**src/rtl/mul_border_stream.sv**
```systemverilog
// Border multiplier: rate-coded bit-stream product of one operand pair per job, ones counted into o_count.
// Build option: define MUL_BORDER_STREAM_SIGNED_EN for two's complement operands and a product sign.
module mul_border_stream #(
  parameter int WIDTH   = 16,
  parameter int LOG_LEN = 8
) (
  input  logic               clk,
  input  logic               rst,
  input  logic               i_start,
  input  logic [WIDTH-1:0]   i_data_i,
  input  logic [WIDTH-1:0]   i_data_w,
  output logic               o_busy,
  output logic               o_valid,
  output logic               o_bit,
  output logic               o_sign,
  output logic [LOG_LEN:0]   o_count,
  output logic               o_done
);

  localparam int M = WIDTH - 1;

  localparam logic [1:0] ST_IDLE = 2'd0;
  localparam logic [1:0] ST_RUN  = 2'd1;
  localparam logic [1:0] ST_DONE = 2'd2;

  localparam logic [LOG_LEN-1:0] IDX_ONE  = 1;
  localparam logic [LOG_LEN-1:0] IDX_LAST = '1;
  localparam logic [LOG_LEN:0]   CNT_ONE  = 1;

  // Handshake: i_start is taken only while idle; o_valid qualifies o_bit for
  // the L run cycles and o_done pulses once in the cycle after the last one.

  logic [1:0]         state_q, state_d;
  logic [M-1:0]       mag_i_q, mag_i_d;
  logic [M-1:0]       mag_w_q, mag_w_d;
  logic [LOG_LEN-1:0] idx_i_q, idx_i_d;
  logic [LOG_LEN-1:0] idx_w_q, idx_w_d;
  logic [LOG_LEN:0]   count_q, count_d;

  logic         start_accept;
  logic         run;
  logic [M-1:0] new_mag_i;
  logic [M-1:0] new_mag_w;
  logic [M-1:0] rand_i;
  logic [M-1:0] rand_w;
  logic         bit_i;
  logic         bit_w;
  logic         bit_out;

  assign start_accept = (state_q == ST_IDLE) && i_start;
  assign run          = (state_q == ST_RUN);

`ifdef MUL_BORDER_STREAM_SIGNED_EN
  logic sign_q, sign_d;
  logic new_sign;

  // The most negative value has no positive twin, so it clamps to the largest magnitude.
  function automatic logic [M-1:0] abs_sat(input logic [WIDTH-1:0] v);
    logic [WIDTH-1:0] n;
    n = -v;
    if (!v[WIDTH-1])
      return v[M-1:0];
    else if (v[M-1:0] == '0)
      return '1;
    else
      return n[M-1:0];
  endfunction

  always_comb begin
    new_mag_i = abs_sat(i_data_i);
    new_mag_w = abs_sat(i_data_w);
    new_sign  = (i_data_i[WIDTH-1] ^ i_data_w[WIDTH-1]) & (|new_mag_i) & (|new_mag_w);
  end

  always_comb begin
    sign_d = sign_q;
    if (start_accept)
      sign_d = new_sign;
  end

  always_ff @(posedge clk or posedge rst) begin
    if (rst)
      sign_q <= 1'b0;
    else
      sign_q <= sign_d;
  end

  assign o_sign = sign_q;
`else
  logic unused_msb;

  always_comb begin
    new_mag_i = i_data_i[M-1:0];
    new_mag_w = i_data_w[M-1:0];
  end

  assign unused_msb = i_data_i[WIDTH-1] ^ i_data_w[WIDTH-1];
  assign o_sign     = 1'b0;
`endif

  // Low-discrepancy thresholds: bit-reversed index in the top LOG_LEN bits.
  always_comb begin
    rand_i = '0;
    rand_w = '0;
    for (int k = 0; k < LOG_LEN; k++) begin
      rand_i[M-1-k] = idx_i_q[k];
      rand_w[M-1-k] = idx_w_q[k];
    end
  end

  assign bit_i   = (mag_i_q > rand_i);
  assign bit_w   = (mag_w_q > rand_w);
  assign bit_out = run & bit_i & bit_w;

  always_comb begin
    state_d = state_q;
    mag_i_d = mag_i_q;
    mag_w_d = mag_w_q;
    idx_i_d = idx_i_q;
    idx_w_d = idx_w_q;
    count_d = count_q;
    case (state_q)
      ST_IDLE: begin
        if (i_start) begin
          state_d = ST_RUN;
          mag_i_d = new_mag_i;
          mag_w_d = new_mag_w;
          idx_i_d = '0;
          idx_w_d = '0;
          count_d = '0;
        end
      end
      ST_RUN: begin
        idx_i_d = idx_i_q + IDX_ONE;
        // Weight stream advances only on input ones, correlating the two streams.
        if (bit_i)
          idx_w_d = idx_w_q + IDX_ONE;
        if (bit_out)
          count_d = count_q + CNT_ONE;
        if (idx_i_q == IDX_LAST)
          state_d = ST_DONE;
      end
      ST_DONE: begin
        state_d = ST_IDLE;
      end
      default: begin
        state_d = ST_IDLE;
      end
    endcase
  end

  always_ff @(posedge clk or posedge rst) begin
    if (rst) begin
      state_q <= ST_IDLE;
      mag_i_q <= '0;
      mag_w_q <= '0;
      idx_i_q <= '0;
      idx_w_q <= '0;
      count_q <= '0;
    end else begin
      state_q <= state_d;
      mag_i_q <= mag_i_d;
      mag_w_q <= mag_w_d;
      idx_i_q <= idx_i_d;
      idx_w_q <= idx_w_d;
      count_q <= count_d;
    end
  end

  assign o_busy  = (state_q == ST_RUN) || (state_q == ST_DONE);
  assign o_valid = run;
  assign o_bit   = bit_out;
  assign o_count = count_q;
  assign o_done  = (state_q == ST_DONE);

endmodule

```
**config.mk**
```make
export PLATFORM = sky130hd
export DESIGN_NAME = mul_border_stream
export DESIGN_NICKNAME = d
export VERILOG_FILES = /design/src/rtl/mul_border_stream.sv
export SDC_FILE = /design/constraint.sdc
export NUM_CORES = 1
export LEC_CHECK = 0
export ABC_AREA = 1
export BUFFER_PORTS_ARGS = -buffer_cell sky130_fd_sc_hd__buf_4
export CAP_MARGIN = 25
export CELL_PAD_IN_SITES_DETAIL_PLACEMENT = 0
export CELL_PAD_IN_SITES_GLOBAL_PLACEMENT = 1
export CORE_ASPECT_RATIO = 1.1
export CORE_MARGIN = 5
export CORE_UTILIZATION = 42
export DETAILED_ROUTE_END_ITERATION = 10
export PLACE_DENSITY = 0.79
export SLEW_MARGIN = 5
export SYNTH_ARGS = -nofsm -noshare
export SYNTH_HDL_FRONTEND = slang
export SYNTH_SLANG_ARGS = --single-unit
```
**constraint.sdc**
```tcl
create_clock -name clk -period 2 [get_ports clk]
set_input_delay 0.2 -clock clk [delete_from_list [all_inputs] [get_ports clk]]
set_output_delay 0.2 -clock clk [all_outputs]
set_load 0.005 [all_outputs]
```
# Word-level counts from Yosys, hierarchy flattened
# Index checks and enable logic that the tools add are counted.
[word_totals]
wordCells = 38
reg_bits = 57
in_bits = 35
output_inout_bits = 14
[classes]
addsub = 3
reduce_logical = 8
n_bitwise = 2
muxes = 10
eq_ne = 7
magnitude_cmp = 2
[ops]
columns = ["cell", "n"]
rows = [
  ["$pmux 8 s2", 2],
  ["$gt 15x15->1", 2],
  ["$mux 9", 2],
  ["$pmux 9 s2", 1],
  ["$add 8x1->8 const B", 2],
  ["$mux 8", 2],
  ["$add 9x1->9 const B", 1],
  ["$eq 8x8->1 const B", 1],
  ["$reduce_and 2->1", 3],
  ["$reduce_and 3->1", 2],
  ["$mux 2", 2],
  ["$ne 2x1->1 const B", 2],
  ["$ne 2x2->1 const B", 2],
  ["$pmux 2 s2", 1],
  ["$and 1x1->1", 2],
  ["$eq 2x1->1 const B", 1],
  ["$eq 2x2->1 const B", 1],
  ["$logic_not 2->1", 1],
  ["$reduce_bool 2->1", 1],
  ["$logic_or 1x1->1", 1],
]

# Logic depth before layout (Yosys ltp)
# Gate-level depths: netlist of the first run.
[logic_depth]
word_depth = 5
depth_mapped = 14
mapped_depth_nobuf = 14

# Least setup slack after synthesis of the first run
# No wires, ideal clock.
[synth_timing]
path_type = "register to register"
start = "reg idx_i_q[0]"
end = "reg idx_w_q[7]"
t_required_ps = 1883
path_stages_with_launch = 13
t_arrival_ps = 1492
path_buffers = 1
path_slack_ps = 392
path_cell_list = "dfrtp_1 inv_1 ha_1 nand2_1 nor2_1 nand3b_1 nor2_1 a21oi_2 nand2_2 nand2_4 buf_8 nand2_1 nand2_1"
[synth_between]
elab_chain_cells = 3
[synth_lines]
columns = ["item", "line", "rtl"]
rows = [
  ["start, declared", "36", "logic [LOG_LEN-1:0] idx_i_q, idx_i_d;"],
  ["start signal, assigned", "164", "idx_i_q <= idx_i_d;"],
  ["$gt 15x15->1", "111", "assign bit_i = (mag_i_q > rand_i);"],
  ["$ne 2x1->1 (no line)", "n/a", ""],
  ["$reduce_and 3->1 (no line)", "n/a", ""],
  ["end signal, assigned", "165", "idx_w_q <= idx_w_d;"],
  ["end, declared", "37", "logic [LOG_LEN-1:0] idx_w_q, idx_w_d;"],
]
# No other way between the ends.
# A chain may end at the register's enable or synchronous reset.

# Worst setup path in the final report of the first run
[layout_timing]
start = "reg mag_i_q[14]"
end = "out o_bit"
[layout_between]
elab_chain_cells = 3
[layout_lines]
columns = ["item", "line", "rtl"]
rows = [
  ["start, declared", "34", "logic [M-1:0] mag_i_q, mag_i_d;"],
  ["start signal, assigned", "162", "mag_i_q <= mag_i_d;"],
  ["$gt 15x15->1", "111", ""],
  ["$and 1x1->1 (2 in series)", "113", "assign bit_out = run & bit_i & bit_w;"],
  ["end, declared", "14", "output logic o_bit,"],
]
# No other way between the ends.

==> impl_results.md, run 1 <==
- Outcome: complete, no violations
- PD cells: 554 nW/um2
- Fmax: 505 MHz
- Vias: 2703
- Req. time, crit path: 1800 ps
- DR vias/cell: 4.78
- First-pass GRT wire length: 11.6 mm
- Design Area, Final: 4140 um2
- Core Box Area: 7430 um2
- Residual DRC: 0
- VDD IR max: 0.000373 V
- CTS sink cnt: 57
- Die Span Y: 102 um
- Worst-path clk slew: 70 ps
- Final Hold Slack: 55.6 ps
- Crit Path Category: reg -> out
- Post-synth cell types: 34
- Pin count of the biggest net entering global routing: 35
- Placed cell areas: 3660 um2
- Effective utilization at floorplan: 43.1%
- Fin nets: 532
- Mapped Area: 3210 um2
- Max-slew headroom: 59.9%
- Synth warnings: 0
- Port Buf Inserts: 45
- Fin Setup TNS: 0 ps
- Fin. Hold Viols: 0
- CP Launch Type: flip-flop
- Worst Hold Class: in -> reg
- Antenna Cells: 0
- 1st-iter DRT viols: 75
- H-tree levels: 3
- FFs w/ async S/R, synth: 100%
- Clock period minus worst slack: 1980 ps
- CP Max Fanout: 2
- Total gr overflow: 0
- Routability cong.: 0.824
- TritonCTS clock tree: done
- CTS Buffer Depth: 2
- Sequential area share after synthesis: 44.5%
- Synthesis-stage register bit count: 57
- Endpoints failing setup: 0
- Root Buffer: clkbuf_8
- Final period utilization: 98.9%
- Worst-Margin Slew: 600 ps
- Max Clock Skew: 7.20 ps
- Synthesized area per cell: 7.96 um2
- Synth Flop Type: dfrtp_1
- Number of global-route vias before repair: 2660
- # rows: 33
- Worst-Skew Late Latency: 330 ps
- Syn-to-layout area delta: 29.2%
- TritonCTS Buffers: 9
- Initial DRT Pass Iterations: 4
- Overall Global Routing Usage: 15.6%
- DRT antenna net count: 0
- Slew Viols, Final: 0
- Leak Pwr: 2.23 nW
- Crit. End Element: output port
- Layout cells sized above 1: 29.6%
- Drt total wl: 6.89 mm
- Synthesized Nets: 461
- Die width: 93.3 um
- RSZ-0062 raised after global routing: yes
- Antenna violations before repair: 0
- # IOs: 49
- Max Cap Violations: 0
- DP HPWL: 4.77 mm
- Post-synth EDFFs: 0
- Routed WL per cell: 12.2 um
- Die area: 9490 um2
- WP data arrival: 1780 ps
- Post-Synthesis Cells: 403
[synthesized netlist by cell type (2+ instances only)]
library cell	number	area share, %
a21oi_1	14	2.2
nand2_2	4	0.78
inv_4	2	0.39
inv_2	4	0.47
xor2_1	5	1.4
nor3_2	2	0.62
o21ai_1	6	0.94
nand2_4	4	1.4
dfrtp_1	57	44
nor3b_1	4	0.94
ha_1	23	9.0
nor2_2	3	0.59
o21ai_0	6	0.94
clkbuf_1	6	0.70
nor3_1	3	0.47
nor2_1	28	3.3
inv_1	36	4.2
nor2_4	2	0.70
nand2_1	152	18
nand3_1	22	3.4
o21ai_2	5	1.4
nand3_2	3	0.94
[timing repair]
item / 4_1_cts / 5_1_grt
pin swaps: 10 / 12
setup endpoints to repair: 1 / 5
resized for setup: 10 / 23
setup buffers: 9 / 8
endpoints found under the hold margin: 24 / 0
hold buffers: 1 / 0
[state kept, by name, summed over array words and instances, names as in the netlist]
signal / cells
idx_w_q: 8
mag_i_q: 15
o_count: 9
state_q: 2
mag_w_q: 15
idx_i_q: 8
[cell usage in the layout (no fill, tap or decap), drive strengths merged, types with 2 or more instances in the layout]
cell type	n
nand2	160
buf	69
dfrtp	57
inv	42
nor2	33
nand3	25
ha	23
o21ai	17
a21oi	15
clkbuf	11
xor2	5
nor3	5
nor3b	4
clkinvlp	2
clkinv	2
[final cells by class]
cell class	count	area, um2
inverter	42	163
clock buffer	11	141
clock inverter	5	55.1
timing repair buffer	70	544
multi-input combinational	294	1700
sequential	57	1430
fill	731	3290
tap	87	109
[critical path: stages (launching register included)]
cell,delay [ps]
dfrtp_1,410
ha_4,300
nand2_4,60
nor2_4,120
nand3b_1,100
nor2_2,140
a21oi_2,60
nand2_2,110
inv_2,40
buf_6,100
[power breakdown]
group / switching [mW] / internal [mW] / total (mW)
Combinational: 0.0336 / 0.0442 / 0.0778
Sequential: 0 / 1.15 / 1.15
Clock: 0.461 / 0.605 / 1.07
Total: 0.495 / 1.80 / 2.30
[layer usage]
metal,GRT usage (%),part of all wire [%]
met1,20.2,48
met2,24.9,46
met3,3.19,4.0
met4,7.67,1.4
met5,0,0
[cell families after synthesis]
group                      Yosys count  synth area share, %
buffers and inverters               52                 6.98
DFF                                 57                 44.5
other                                1                0.117
AOI/OAI and AO/OA                   34                 6.24
and+or+nand+nor                    230                 31.6
xor gates and xnor gates             6                 1.64
adders and majority gates           23                 8.97
[final timing paths]
check	from	endpoint	slack (ps)	cells after the start
setup / recovery	mag_i_q[14]$_DFFE_PP0P_	o_bit	20	9
hold / removal	i_data_i[11]	mag_i_q[11]$_DFFE_PP0P_	60	3
setup reg to reg	mag_i_q[14]$_DFFE_PP0P_	idx_w_q[7]$_DFFE_PP0P_	170	12
hold reg to reg	mag_i_q[4]$_DFFE_PP0P_	mag_i_q[4]$_DFFE_PP0P_	480	2
max in group asynchronous	rst	mag_i_q[9]$_DFFE_PP0P_	910	4
min in group asynchronous	rst	idx_i_q[0]$_DFFE_PP0P_	500	3
[through the flow]
| stage | std cells | util (%) | power, mW | setup slack (ps) |
|---|---|---|---|---|
| finish | 566 | 55.7 | 2.30 | 21.2 |
| detailed placement | 532 | 49.2 | 1.25 | 120 |
| global placement | 532 | 49.2 | 1.25 | 145 |
| floorplan | 403 | - | 1.19 | 392 |
| global route | 566 | 55.7 | 2.39 | -103 |
| CTS | 558 | 53.3 | 2.34 | -19.9 |
Power figures use the tool's default switching activity.
==> inputs of run 2 (changes only) <==
- ABC_AREA: 1 -> unset
- CORE_UTILIZATION: 42 -> 44
- PLACE_DENSITY: 0.79 -> 0.78
==> impl_results.md, run 2 <==
- TritonCTS Buffers: 9 (unchanged)
- Post-synth EDFFs: 0 (unchanged)
- Final period utilization: 115% (+16 points)
- Worst-Skew Late Latency: 340 ps (about the same)
- Part of the power in the clock network: 48.4% (+2.0 points)
- Reg2Reg Depth: 11 (-1)
- Fin Setup TNS: -2250 ps (-2250 ps)
- Routed WL per cell: 14.6 um (+20%)
- Leak Pwr: 2.17 nW (-2.3%)
- Synthesized Nets: 353 (-23%)
- Residual DRC: 0 (unchanged)
- Cell with the most instances after synthesis: dfrtp_1
- Port Buf Inserts: 45 (unchanged)
- Clock period minus worst slack: 2310 ps (+328 ps)
- Reg2reg end: o_count[6]$_DFFE_PP0P_
- 1st-iter DRT viols: 115 (+53%)
- Sw frac: 21.5% (-0.056 points)
- Hold path cells: 2 (-1)
- Worst Hold Class: in -> reg
- Int Pwr: 1.87 mW (+3.9%)
- First-pass GRT wire length: 11.9 mm (+2.3%)
- Number of global-route vias before repair: 2600 (-2.3%)
- Crit Path Category: reg -> reg
- Routability cong.: 0.822 (-0.24%)
- Sequential area share after synthesis: 46.3% (+1.9 points)
- Initial DRT Pass Iterations: 4 (unchanged)
- Worst setup margin: -307 ps (-328 ps)
- # IOs: 49 (unchanged)
- PD cells: 537 nW/um2 (-3.1%)
- Req. time, crit path: 2220 ps (+420 ps)
- Core Box Area: 6930 um2 (-6.8%)
- Slew Viols, Final: 0 (unchanged)
- Post-Synthesis Cells: 295 (-27%)
- Total gr overflow: 0 (unchanged)
- Fmax: 433 MHz (-14%)
- Outcome: finished, violations left
- Hold Path Sink: mag_i_q[9]$_DFFE_PP0P_
- Worst-path clk slew: 70 ps (about the same)
- Vias: 2517 (-6.9%)
- Fin. Hold Viols: 0 (unchanged)
- Synth warnings: 0 (unchanged)
- DRT antenna net count: 0 (unchanged)
- Pin count of the biggest net entering global routing: 58 (+66%)
- Failing checks: setup timing
- DR vias/cell: 5.18 (+8.4%)
- Crit. End Element: flip-flop
- # rows: 32 (-3.0%)
- Root Buffer: clkbuf_8
- Die Span Y: 97.7 um (-3.9%)
- FFs w/ async S/R, synth: 100% (unchanged)
- Worst R2R Start: idx_w_q[1]$_DFFE_PP0P_
- Max Clock Skew: 7.87 ps (+0.668 ps)
- Endpoints failing setup: 13 (+13)
- Overall Global Routing Usage: 16.5% (+0.92 points)
- Drt total wl: 7.09 mm (+3.0%)
- CTS Buffer Depth: 2 (unchanged)
- Yosys top cell by area: dfrtp_1
- Antenna Cells: 0 (unchanged)
- Seq pwr share: 48.3% (-1.9 points)
- R2R Setup Slk: -310 ps (-480 ps)
- Most common cell after layout, fill and taps aside: buf_4
- Total Power: 2.39 mW (+3.9%)
- Synthesis-stage register bit count: 57 (unchanged)
- TritonCTS clock tree: done
- Post-synth cell types: 42 (+24%)
- Synthesized area per cell: 10.4 um2 (+31%)
- DP HPWL: 4.71 mm (-1.2%)
- NetSw: 0.512 mW (+3.6%)
- CP Launch Type: flip-flop
- Mapped Area: 3080 um2 (-4.0%)
- Die width: 89.7 um (-3.8%)
- CTS sink cnt: 57 (unchanged)
- List of most frequent post-synthesis cells: dfrtp_1 (57), mux2_2 (30), ha_1 (23), inv_1 (23), nor2_1 (18)
- RSZ-0062 raised after global routing: yes
- Antenna violations before repair: 0 (unchanged)
- Die area: 8770 um2 (-7.5%)
- Layout cells sized above 1: 47.9% (+18 points)
- WP data arrival: 2520 ps (+740 ps)
- Effective utilization at floorplan: 44.4% (+1.3 points)
- Synth Flop Type: dfrtp_1
- Synth top area cells: dfrtp_1 (46%), mux2_2 (11%), ha_1 (9.3%)
- Syn-to-layout area delta: 44.3%
- Fin nets: 454 (-15%)
- CP Max Fanout: 6 (+4)
- H-tree levels: 3 (unchanged)
- Max Cap Violations: 0 (unchanged)
- Comb power frac: 3.2% (-0.2 points)
- Fill cell count: 563 (-23%)
- Top-area cell type share of the netlist area: 46.3% (+1.9 points)
- Hold Startpoint: i_data_i[9]
- VDD IR max: 0.000506 V (+36%)
- Most frequent cells in the layout: buf_4 (88), dfrtp_1 (57), mux2_2 (30), inv_1 (15), ha_1 (15)
[run 2: changes by cell type after synthesis, moves of 5 or more]
cell	change
nand2_1	-135
nand4_1	+8
nor4_1	+5
a21o_1	+5
mux2_2	+30
or3_1	+6
nand3_1	-10
xnor2_1	+8
nor3_1	+6
o21ai_1	-5
xor2_1	-5
inv_1	-13
nor2_1	-10
[run 2: routing by layer]
metal	track usage, %	part of all wire, %	vias to the layer above
met5	0	0	-
met3	4.26	3.3	11
met2	27.6	51	42
met1	20.6	45	1211
li1	-	-	1253
met4	5.70	1.3	0
[run 2: final cells by class]
class	count	area [um2]	area share [%]
Tap cell	85	106	2.39
Inverter	23	86.3	1.94
Clock buffer	12	165	3.72
Timing Repair Buffer	102	835	18.8
Sequential cell	57	1430	32.1
Multi-Input combinational cell	203	1770	39.9
Clock inverter	4	50.0	1.13
[run 2: worst max-delay path by stage]
stage                                 startpoint                      to  cells after the start
final                     idx_w_q[1]$_DFFE_PP0P_  o_count[6]$_DFFE_PP0P_                     11
after global routing      idx_w_q[4]$_DFFE_PP0P_  o_count[5]$_DFFE_PP0P_                     12
after detailed placement  idx_i_q[4]$_DFFE_PP0P_  idx_w_q[0]$_DFFE_PP0P_                      9
after CTS                 idx_w_q[5]$_DFFE_PP0P_                   o_bit                     10
after global placement    idx_w_q[4]$_DFFE_PP0P_  o_count[5]$_DFFE_PP0P_                      9
after floorplan           idx_w_q[3]$_DFFE_PP0P_  o_count[6]$_DFFE_PP0P_                     10
[run 2: critical path, cell delays in order (launching register included)]
cell      delay [ps]
dfrtp_1          380
inv_2             80
ha_4             270
a21o_1           120
a21oi_2           50
o211ai_1          90
o211ai_1         100
buf_4            160
buf_6            110
or2_4            270
o311a_1          300
a221o_1          270
[run 2: cells by family after synthesis]
| kind of cell | after synthesis | share of synthesized area, % |
|---|---|---|
| simple gates | 91 | 15.0 |
| flops | 57 | 46.3 |
| compound gates | 48 | 10.7 |
| buf+inv | 35 | 4.72 |
| mux | 31 | 11.3 |
| fa+ha+maj | 23 | 9.35 |
| xor+xnor | 9 | 2.56 |
| other cells | 1 | 0.122 |
[run 2: repair_timing]
action	in CTS	in global routing
hold endpoints to repair	57	0
pin swaps	29	29
hold buffers	1	0
setup buffers	13	9
gates resized for setup	41	23
endpoints found under the setup margin	16	20
gates cloned	0	0
[run 2: through the flow]
| step | hold WS, ps | cells | setup WS [ps] | util (%) | area [um2] |
|---|---|---|---|---|---|
| final | 87.3 | 486 | -307 | 64.1 | 4440 |
| after global routing | 70.9 | 486 | -400 | 64.1 | 4440 |
| after CTS | 79.4 | 479 | -303 | 61.7 | 4280 |
| after detailed placement | 291 | 449 | -224 | 54.3 | 3760 |
| after global placement | 288 | 449 | -154 | 54.3 | 3760 |
| after floorplan | 351 | 295 | -11.2 | - | 3080 |
[run 2: power by group through the flow]
stage                     registers [mW]  clock network (mW)  logic, mW
after floorplan                     1.17                   0     0.0201
after global routing                1.15                1.25     0.0877
after CTS                           1.15                1.18     0.0802
final                               1.15                1.16     0.0772
after global placement              1.17                   0     0.0781
after detailed placement            1.17                   0     0.0785
